--- src/rtl/uart_serdes_pkg.sv ---
// Shared types and constants for the uart_serdes serial PHY.
// Optional even parity is enabled by defining UART_SERDES_PARITY_EN.
package uart_serdes_pkg;

  localparam int UART_DATA_BITS = 8;
  localparam logic UART_STOP_LEVEL = 1'b1;

`ifdef UART_SERDES_PARITY_EN
  localparam int UART_PARITY_BITS = 1;
  localparam int UART_BIT_IDX_W = 4;

  typedef enum logic [2:0] {
    TX_IDLE, TX_START, TX_DATA, TX_PARITY, TX_STOP
  } tx_state_t;

  typedef enum logic [2:0] {
    RX_IDLE, RX_START, RX_DATA, RX_PARITY, RX_STOP
  } rx_state_t;
`else
  localparam int UART_BIT_IDX_W = 3;

  typedef enum logic [1:0] {
    TX_IDLE, TX_START, TX_DATA, TX_STOP
  } tx_state_t;

  typedef enum logic [1:0] {
    RX_IDLE, RX_START, RX_DATA, RX_STOP
  } rx_state_t;
`endif

endpackage

--- src/rtl/uart_rx_deser.sv ---
// RX half of uart_serdes: 2-flop rxd synchroniser, mid-bit sampling FSM and
// shift register. Parity state present only with UART_SERDES_PARITY_EN.
module uart_rx_deser
  import uart_serdes_pkg::*;
#(
  parameter int CLK_DIV = 16
) (
  input  logic                      clk,
  input  logic                      rst,
  input  logic                      rxd,
  output logic [UART_DATA_BITS-1:0] data,
  output logic                      done,
`ifdef UART_SERDES_PARITY_EN
  output logic                      parity_err,
`endif
  output logic                      frame_err
);

  localparam int CW = $clog2(CLK_DIV);
  localparam logic [CW-1:0] CNT_LAST  = CW'(CLK_DIV - 1);
  localparam logic [CW-1:0] HALF_LAST = CW'(CLK_DIV / 2 - 1);
  localparam logic [UART_BIT_IDX_W-1:0] IDX_LAST = UART_BIT_IDX_W'(UART_DATA_BITS - 1);

  logic                      sync1_q, sync1_d;
  logic                      rxs_q, rxs_d;
  rx_state_t                 state_q, state_d;
  logic [CW-1:0]             cnt_q, cnt_d;
  logic [UART_BIT_IDX_W-1:0] idx_q, idx_d;
  logic [UART_DATA_BITS-1:0] shift_q, shift_d;
  logic                      done_q, done_d;
  logic                      ferr_q, ferr_d;
`ifdef UART_SERDES_PARITY_EN
  logic [UART_PARITY_BITS-1:0] par_bad_q, par_bad_d;
  logic                        perr_q, perr_d;
`endif

  always_comb begin
    sync1_d = rxd;
    rxs_d   = sync1_q;
    state_d = state_q;
    cnt_d   = cnt_q;
    idx_d   = idx_q;
    shift_d = shift_q;
    done_d  = 1'b0;
    ferr_d  = 1'b0;
`ifdef UART_SERDES_PARITY_EN
    par_bad_d = par_bad_q;
    perr_d    = 1'b0;
`endif
    case (state_q)
      RX_IDLE: begin
        if (!rxs_q) begin
          state_d = RX_START;
          cnt_d   = '0;
        end
      end
      RX_START: begin
        // Half a bit in: a line back high means a glitch, not a start bit.
        if (cnt_q == HALF_LAST) begin
          cnt_d = '0;
          idx_d = '0;
          state_d = rxs_q ? RX_IDLE : RX_DATA;
        end else begin
          cnt_d = cnt_q + 1'b1;
        end
      end
      RX_DATA: begin
        if (cnt_q == CNT_LAST) begin
          cnt_d   = '0;
          shift_d = {rxs_q, shift_q[UART_DATA_BITS-1:1]};
          if (idx_q == IDX_LAST) begin
`ifdef UART_SERDES_PARITY_EN
            state_d = RX_PARITY;
`else
            state_d = RX_STOP;
`endif
          end else begin
            idx_d = idx_q + 1'b1;
          end
        end else begin
          cnt_d = cnt_q + 1'b1;
        end
      end
`ifdef UART_SERDES_PARITY_EN
      RX_PARITY: begin
        if (cnt_q == CNT_LAST) begin
          cnt_d     = '0;
          par_bad_d = rxs_q ^ (^shift_q);
          state_d   = RX_STOP;
        end else begin
          cnt_d = cnt_q + 1'b1;
        end
      end
`endif
      RX_STOP: begin
        if (cnt_q == CNT_LAST) begin
          cnt_d   = '0;
          state_d = RX_IDLE;
          ferr_d  = (rxs_q != UART_STOP_LEVEL);
`ifdef UART_SERDES_PARITY_EN
          perr_d  = par_bad_q[0];
          done_d  = (rxs_q == UART_STOP_LEVEL) && !par_bad_q[0];
`else
          done_d  = (rxs_q == UART_STOP_LEVEL);
`endif
        end else begin
          cnt_d = cnt_q + 1'b1;
        end
      end
      default: state_d = RX_IDLE;
    endcase
  end

  always_ff @(posedge clk) begin
    if (rst) begin
      sync1_q <= 1'b1;
      rxs_q   <= 1'b1;
      state_q <= RX_IDLE;
      cnt_q   <= '0;
      idx_q   <= '0;
      shift_q <= '0;
      done_q  <= 1'b0;
      ferr_q  <= 1'b0;
`ifdef UART_SERDES_PARITY_EN
      par_bad_q <= '0;
      perr_q    <= 1'b0;
`endif
    end else begin
      sync1_q <= sync1_d;
      rxs_q   <= rxs_d;
      state_q <= state_d;
      cnt_q   <= cnt_d;
      idx_q   <= idx_d;
      shift_q <= shift_d;
      done_q  <= done_d;
      ferr_q  <= ferr_d;
`ifdef UART_SERDES_PARITY_EN
      par_bad_q <= par_bad_d;
      perr_q    <= perr_d;
`endif
    end
  end

  assign data      = shift_q;
  assign done      = done_q;
  assign frame_err = ferr_q;
`ifdef UART_SERDES_PARITY_EN
  assign parity_err = perr_q;
`endif

endmodule

--- src/rtl/uart_serdes.sv ---
// 8N1 UART PHY between a valid/ready byte stream and the txd/rxd pins.
// Define UART_SERDES_PARITY_EN for an even-parity bit and rx_parity_err.
module uart_serdes
  import uart_serdes_pkg::*;
#(
  parameter int CLK_DIV = 16
) (
  input  logic       clk,
  input  logic       rst,
  input  logic [7:0] tx_data,
  input  logic       tx_valid,
  output logic       tx_ready,
  output logic [7:0] rx_data,
  output logic       rx_valid,
  input  logic       rx_ready,
  output logic       txd,
  input  logic       rxd,
  output logic       rx_frame_err,
`ifdef UART_SERDES_PARITY_EN
  output logic       rx_parity_err,
`endif
  output logic       rx_overrun
);

  localparam int CW = $clog2(CLK_DIV);
  localparam logic [CW-1:0] CNT_LAST = CW'(CLK_DIV - 1);
  localparam logic [CW-1:0] STOP_LAST = CW'(CLK_DIV - 2);
  localparam logic [UART_BIT_IDX_W-1:0] IDX_LAST = UART_BIT_IDX_W'(UART_DATA_BITS - 1);

  tx_state_t                 tx_state_q, tx_state_d;
  logic [CW-1:0]             tx_cnt_q, tx_cnt_d;
  logic [UART_BIT_IDX_W-1:0] tx_idx_q, tx_idx_d;
  logic [UART_DATA_BITS-1:0] tx_shift_q, tx_shift_d;
  logic                      txd_q, txd_d;
`ifdef UART_SERDES_PARITY_EN
  logic [UART_PARITY_BITS-1:0] tx_par_q, tx_par_d;
`endif

  always_comb begin
    tx_state_d = tx_state_q;
    tx_cnt_d   = tx_cnt_q;
    tx_idx_d   = tx_idx_q;
    tx_shift_d = tx_shift_q;
    txd_d      = txd_q;
`ifdef UART_SERDES_PARITY_EN
    tx_par_d   = tx_par_q;
`endif
    tx_ready   = (tx_state_q == TX_IDLE);
    case (tx_state_q)
      TX_IDLE: begin
        txd_d = UART_STOP_LEVEL;
        if (tx_valid) begin
          tx_shift_d = tx_data;
`ifdef UART_SERDES_PARITY_EN
          tx_par_d   = ^tx_data;
`endif
          tx_cnt_d   = '0;
          txd_d      = 1'b0;
          tx_state_d = TX_START;
        end
      end
      TX_START: begin
        if (tx_cnt_q == CNT_LAST) begin
          tx_cnt_d   = '0;
          tx_idx_d   = '0;
          txd_d      = tx_shift_q[0];
          tx_state_d = TX_DATA;
        end else begin
          tx_cnt_d = tx_cnt_q + 1'b1;
        end
      end
      TX_DATA: begin
        if (tx_cnt_q == CNT_LAST) begin
          tx_cnt_d = '0;
          if (tx_idx_q == IDX_LAST) begin
`ifdef UART_SERDES_PARITY_EN
            txd_d      = tx_par_q[0];
            tx_state_d = TX_PARITY;
`else
            txd_d      = UART_STOP_LEVEL;
            tx_state_d = TX_STOP;
`endif
          end else begin
            tx_idx_d   = tx_idx_q + 1'b1;
            tx_shift_d = {1'b0, tx_shift_q[UART_DATA_BITS-1:1]};
            txd_d      = tx_shift_q[1];
          end
        end else begin
          tx_cnt_d = tx_cnt_q + 1'b1;
        end
      end
`ifdef UART_SERDES_PARITY_EN
      TX_PARITY: begin
        if (tx_cnt_q == CNT_LAST) begin
          tx_cnt_d   = '0;
          txd_d      = UART_STOP_LEVEL;
          tx_state_d = TX_STOP;
        end else begin
          tx_cnt_d = tx_cnt_q + 1'b1;
        end
      end
`endif
      TX_STOP: begin
        // Leave one cycle early: the IDLE cycle is the last stop-bit cycle.
        if (tx_cnt_q == STOP_LAST) begin
          tx_cnt_d   = '0;
          tx_state_d = TX_IDLE;
        end else begin
          tx_cnt_d = tx_cnt_q + 1'b1;
        end
      end
      default: tx_state_d = TX_IDLE;
    endcase
  end

  always_ff @(posedge clk) begin
    if (rst) begin
      tx_state_q <= TX_IDLE;
      tx_cnt_q   <= '0;
      tx_idx_q   <= '0;
      tx_shift_q <= '0;
      txd_q      <= 1'b1;
`ifdef UART_SERDES_PARITY_EN
      tx_par_q   <= '0;
`endif
    end else begin
      tx_state_q <= tx_state_d;
      tx_cnt_q   <= tx_cnt_d;
      tx_idx_q   <= tx_idx_d;
      tx_shift_q <= tx_shift_d;
      txd_q      <= txd_d;
`ifdef UART_SERDES_PARITY_EN
      tx_par_q   <= tx_par_d;
`endif
    end
  end

  assign txd = txd_q;

  logic [7:0] deser_data;
  logic       deser_done;

  uart_rx_deser #(.CLK_DIV(CLK_DIV)) u_rx_deser (
    .clk        (clk),
    .rst        (rst),
    .rxd        (rxd),
    .data       (deser_data),
    .done       (deser_done),
`ifdef UART_SERDES_PARITY_EN
    .parity_err (rx_parity_err),
`endif
    .frame_err  (rx_frame_err)
  );

  logic [7:0] rx_data_q, rx_data_d;
  logic       rx_valid_q, rx_valid_d;
  logic       rx_overrun_q, rx_overrun_d;

  // Holding register: a new byte may replace one that is being consumed now.
  always_comb begin
    rx_data_d    = rx_data_q;
    rx_valid_d   = rx_valid_q;
    rx_overrun_d = 1'b0;
    if (deser_done) begin
      if (!rx_valid_q || rx_ready) begin
        rx_data_d  = deser_data;
        rx_valid_d = 1'b1;
      end else begin
        rx_overrun_d = 1'b1;
      end
    end else if (rx_valid_q && rx_ready) begin
      rx_valid_d = 1'b0;
    end
  end

  always_ff @(posedge clk) begin
    if (rst) begin
      rx_data_q    <= 8'h00;
      rx_valid_q   <= 1'b0;
      rx_overrun_q <= 1'b0;
    end else begin
      rx_data_q    <= rx_data_d;
      rx_valid_q   <= rx_valid_d;
      rx_overrun_q <= rx_overrun_d;
    end
  end

  assign rx_data    = rx_data_q;
  assign rx_valid   = rx_valid_q;
  assign rx_overrun = rx_overrun_q;

endmodule

--- config.mk ---
export PLATFORM = sky130hd
export DESIGN_NAME = uart_serdes
export DESIGN_NICKNAME = d
export VERILOG_FILES = /design/src/rtl/uart_serdes_pkg.sv /design/src/rtl/uart_rx_deser.sv /design/src/rtl/uart_serdes.sv
export SDC_FILE = /design/constraint.sdc
export NUM_CORES = 1
export LEC_CHECK = 0
export BUFFER_PORTS_ARGS = -buffer_cell sky130_fd_sc_hd__buf_2
export CORE_UTILIZATION = 45
export DETAILED_ROUTE_END_ITERATION = 8
export PLACE_DENSITY = 0.65
export SETUP_SLACK_MARGIN = 0.2
export SLEW_MARGIN = 10
export SYNTH_ARGS = -nofsm -noshare
export SYNTH_HDL_FRONTEND = slang
export SYNTH_HIERARCHICAL = 1
export SYNTH_SLANG_ARGS = --single-unit
--- constraint.sdc ---
create_clock -name clk -period 3.8 [get_ports clk]
set_clock_uncertainty 0.05 [all_clocks]
set_input_delay 0.57 -clock clk [delete_from_list [all_inputs] [get_ports clk]]
set_output_delay 0.57 -clock clk [all_outputs]
set_load 0.01 [all_outputs]
==> reports/qor.txt <==
Final Slew Violations: 0
Commonest register cell after synthesis: dfxtp_1
Slowest CP cell: ha_1
Worst Path Required: 3.98 ns
Most Crowded Layer GR: met2
Start-to-end type of the worst setup path: flop to flop
Avg Cell Area, Syn: 9.33 sq um
#FFs+latches synth: 49
Number of remaining DRC errors: 0
Core ar.: 5140 sq um
Maximum clock insertion buffer count: 2
CTS tree: built
Gr usage total: 17.3%
Slew of the pin with the lowest slew margin: 0.679 ns
CTS sink count: 49
Crit path cell chain: inv_1 -> ha_1 -> nor2_1 -> a211oi_4 -> nor2_1 -> a211oi_2
Final min period: 2.18 ns
Largest net degree at the start of global routing: 27
Horiz. Die Dim: 75.1 um
Num CTS Buffers: 5
Leak: 1.06 nW
Syn nets: 283
Layout cell share with drive strength beyond 1: 17.7%
Post-synth ARST share: 0%
Power Density: 521 nW/um^2
Met1 GRT Util: 22.7%
Most frequent cells in the layout: dfxtp_1, nor2_1, buf_2
Post-synth EDFFs: 0
Non-Filler Instances: 347
Syn Inst Count: 258
Post-route setup TNS: 0 ns
Status: finished clean
Worst hold path class: flop to flop
Clk Latency, worst-skew pair: 0.31 ns
Initial Util: 46.8%
First-pass GRT wire length: 7.38 mm
Global routing usage on met3: 4.02%
Post-layout util: 51.1%
GR Layer Usage met2: 27.2%
Fmax: 0.459 GHz
Maxcap violations: 0
Initial antenna violation count: 0
Vias per cell: 5.35
Yosys cell types: 57
Final wirelength: 4.38 mm
Nets@finish: 301
Antenna Cells: 0
Most frequent CP cell: nor2_1
Post-Syn Area: 2410 sq um
CTS H-tree depth: 2
DIE HEIGHT: 75.1 um
Total setup buffers inserted after CTS: 0
DP Worst Slack: 1.62 ns
Critical Path AT: 2.36 ns
Final Wtd Congestion: 0.786
IO Port Bufs: 25
Dpl hpwl: 3.00 mm
Vias: 1857
Vias in the first global route: 1611
Total power draw: 1.37 mW
Starting DRT DRC Count: 70
Ports: 26
Critical Path Source Type: flop
Total number of yosys warnings: 6
Die area: 5640 sq um
Post-route ant nets: 0
WL per Instance: 12.6 um
Final WS setup: 1.62 ns
GRT overflow: 0
Post_cts resized: 0
Synth-to-Final Area Change: 9.15%
Final period util: 57.3%
DRT Pass-1 Iters: 4
Crit Path Max Fanout: 15
Worst-path clk slew: 0.09 ns
Crit. End Element: flop
Core Rows: 26
Slew Limit Headroom: 54.7%
Slowest cell delay on critical path: 0.60 ns
Hold_buf cts: 0
Fin. Hold Viols: 0
Sequential cell area fraction in the yosys report: 40.8%
Worst IR Drop VDD: 0.000286 V
RSZ-0062 raised after global routing: no
Setup-failing EPs final: 0
Commonest non-fill, non-tap cell in the layout: dfxtp_1
Clock root cell: clkbuf_8
Placed Cells: 339
[Yosys cell counts (all sizes together) (2+ instances only)]
cell    instances  area, sq um
inv            11         41.3
o21a            2         15.0
nand2           8         30.0
mux2i          19          190
o21ba           2         20.0
nand2b          7         43.8
or2             3         18.8
nand3          14         70.1
nor2b           2         12.5
buf            10         75.1
and4            2         17.5
a21oi          17         96.4
xnor2           2         17.5
a211oi          8         87.6
nand4           2         12.5
nor2           29          109
o21ai          15         78.8
nor3            4         20.0
nand4b          3         41.3
a22oi           4         30.0
clkbuf          5         18.8
ha             12          150
a31oi           5         37.5
dfxtp          49          981
[routing by layer]
| layer | wire length (um) | part of all wire (%) |
|---|---|---|
| met1 | 2240 | 51 |
| met2 | 1920 | 44 |
| met3 | 147 | 3.4 |
| met4 | 76 | 1.7 |
| met5 | 0 | 0 |
[report_power, final]
part / switching [mW] / internal (mW) / total (mW)
combinational: 0.251 / 0.178 / 0.429
clock: 0.186 / 0.134 / 0.320
sequential: 0.0425 / 0.576 / 0.619
[logic make-up after synthesis]
family	Yosys count	share of synthesized area, %
AND/OR/NAND/NOR	83	18.6
AO/OA/AOI/OAI	66	20.0
flip-flops	49	40.8
buffers and inverters	27	5.77
multiplexers	19	7.90
adder cells (fa/ha/maj)	12	6.24
XOR/XNOR	2	0.728
[stage by stage]
stage | instance area, sq um | hold WS [ns]
after floorplan | 2410 | 0.339
after CTS | 2630 | 0.375
after global routing | 2630 | 0.383
after detailed placement | 2530 | 0.352
final | 2630 | 0.378
after global placement | 2530 | 0.346
[worst paths after layout]
| check | start | end | slack (ns) | cells past startpoint |
|---|---|---|---|---|
| max | tx_state_q[0] | tx_shift_q[1] | 1.62 | 6 |
| min reg2reg | u_rx_deser/rxs_d | u_rx_deser/rxs_q | 0.38 | 1 |
| max reg2reg | tx_state_q[0] | tx_shift_q[1] | 1.62 | 6 |
| min | u_rx_deser/rxs_d | u_rx_deser/rxs_q | 0.38 | 1 |
[sequential cells by signal, summed over array words and instances, names as in the netlist, 2 cells and up, named ones only]
signal,cells
u_rx_deser/idx_q,3
tx_state_q,2
tx_idx_q,3
tx_shift_q,8
u_rx_deser/cnt_q,4
u_rx_deser/data,8
rx_data,8
tx_cnt_q,4
[worst max-delay path: cells and delay by family, from the launching register on]
| family | cells | cell delay [ns] |
|---|---|---|
| AND/OR/NAND/NOR | 2 | 0.29 |
| flip-flops | 1 | 0.35 |
| adder cells (fa/ha/maj) | 1 | 0.60 |
| AO/OA/AOI/OAI | 2 | 0.73 |
| buffers and inverters | 1 | 0.08 |
[layout make-up]
cell class,count,area (sq um)
Fill cell,511,2510
Multi-Input combinational cell,182,1290
Sequential cell,49,981
Timing Repair Buffer,26,133
Tap cell,70,87.6
Clock buffer,5,68.8
Inverter,12,45.0
Clock inverter,3,25.0
Power figures use the tool's default switching activity.
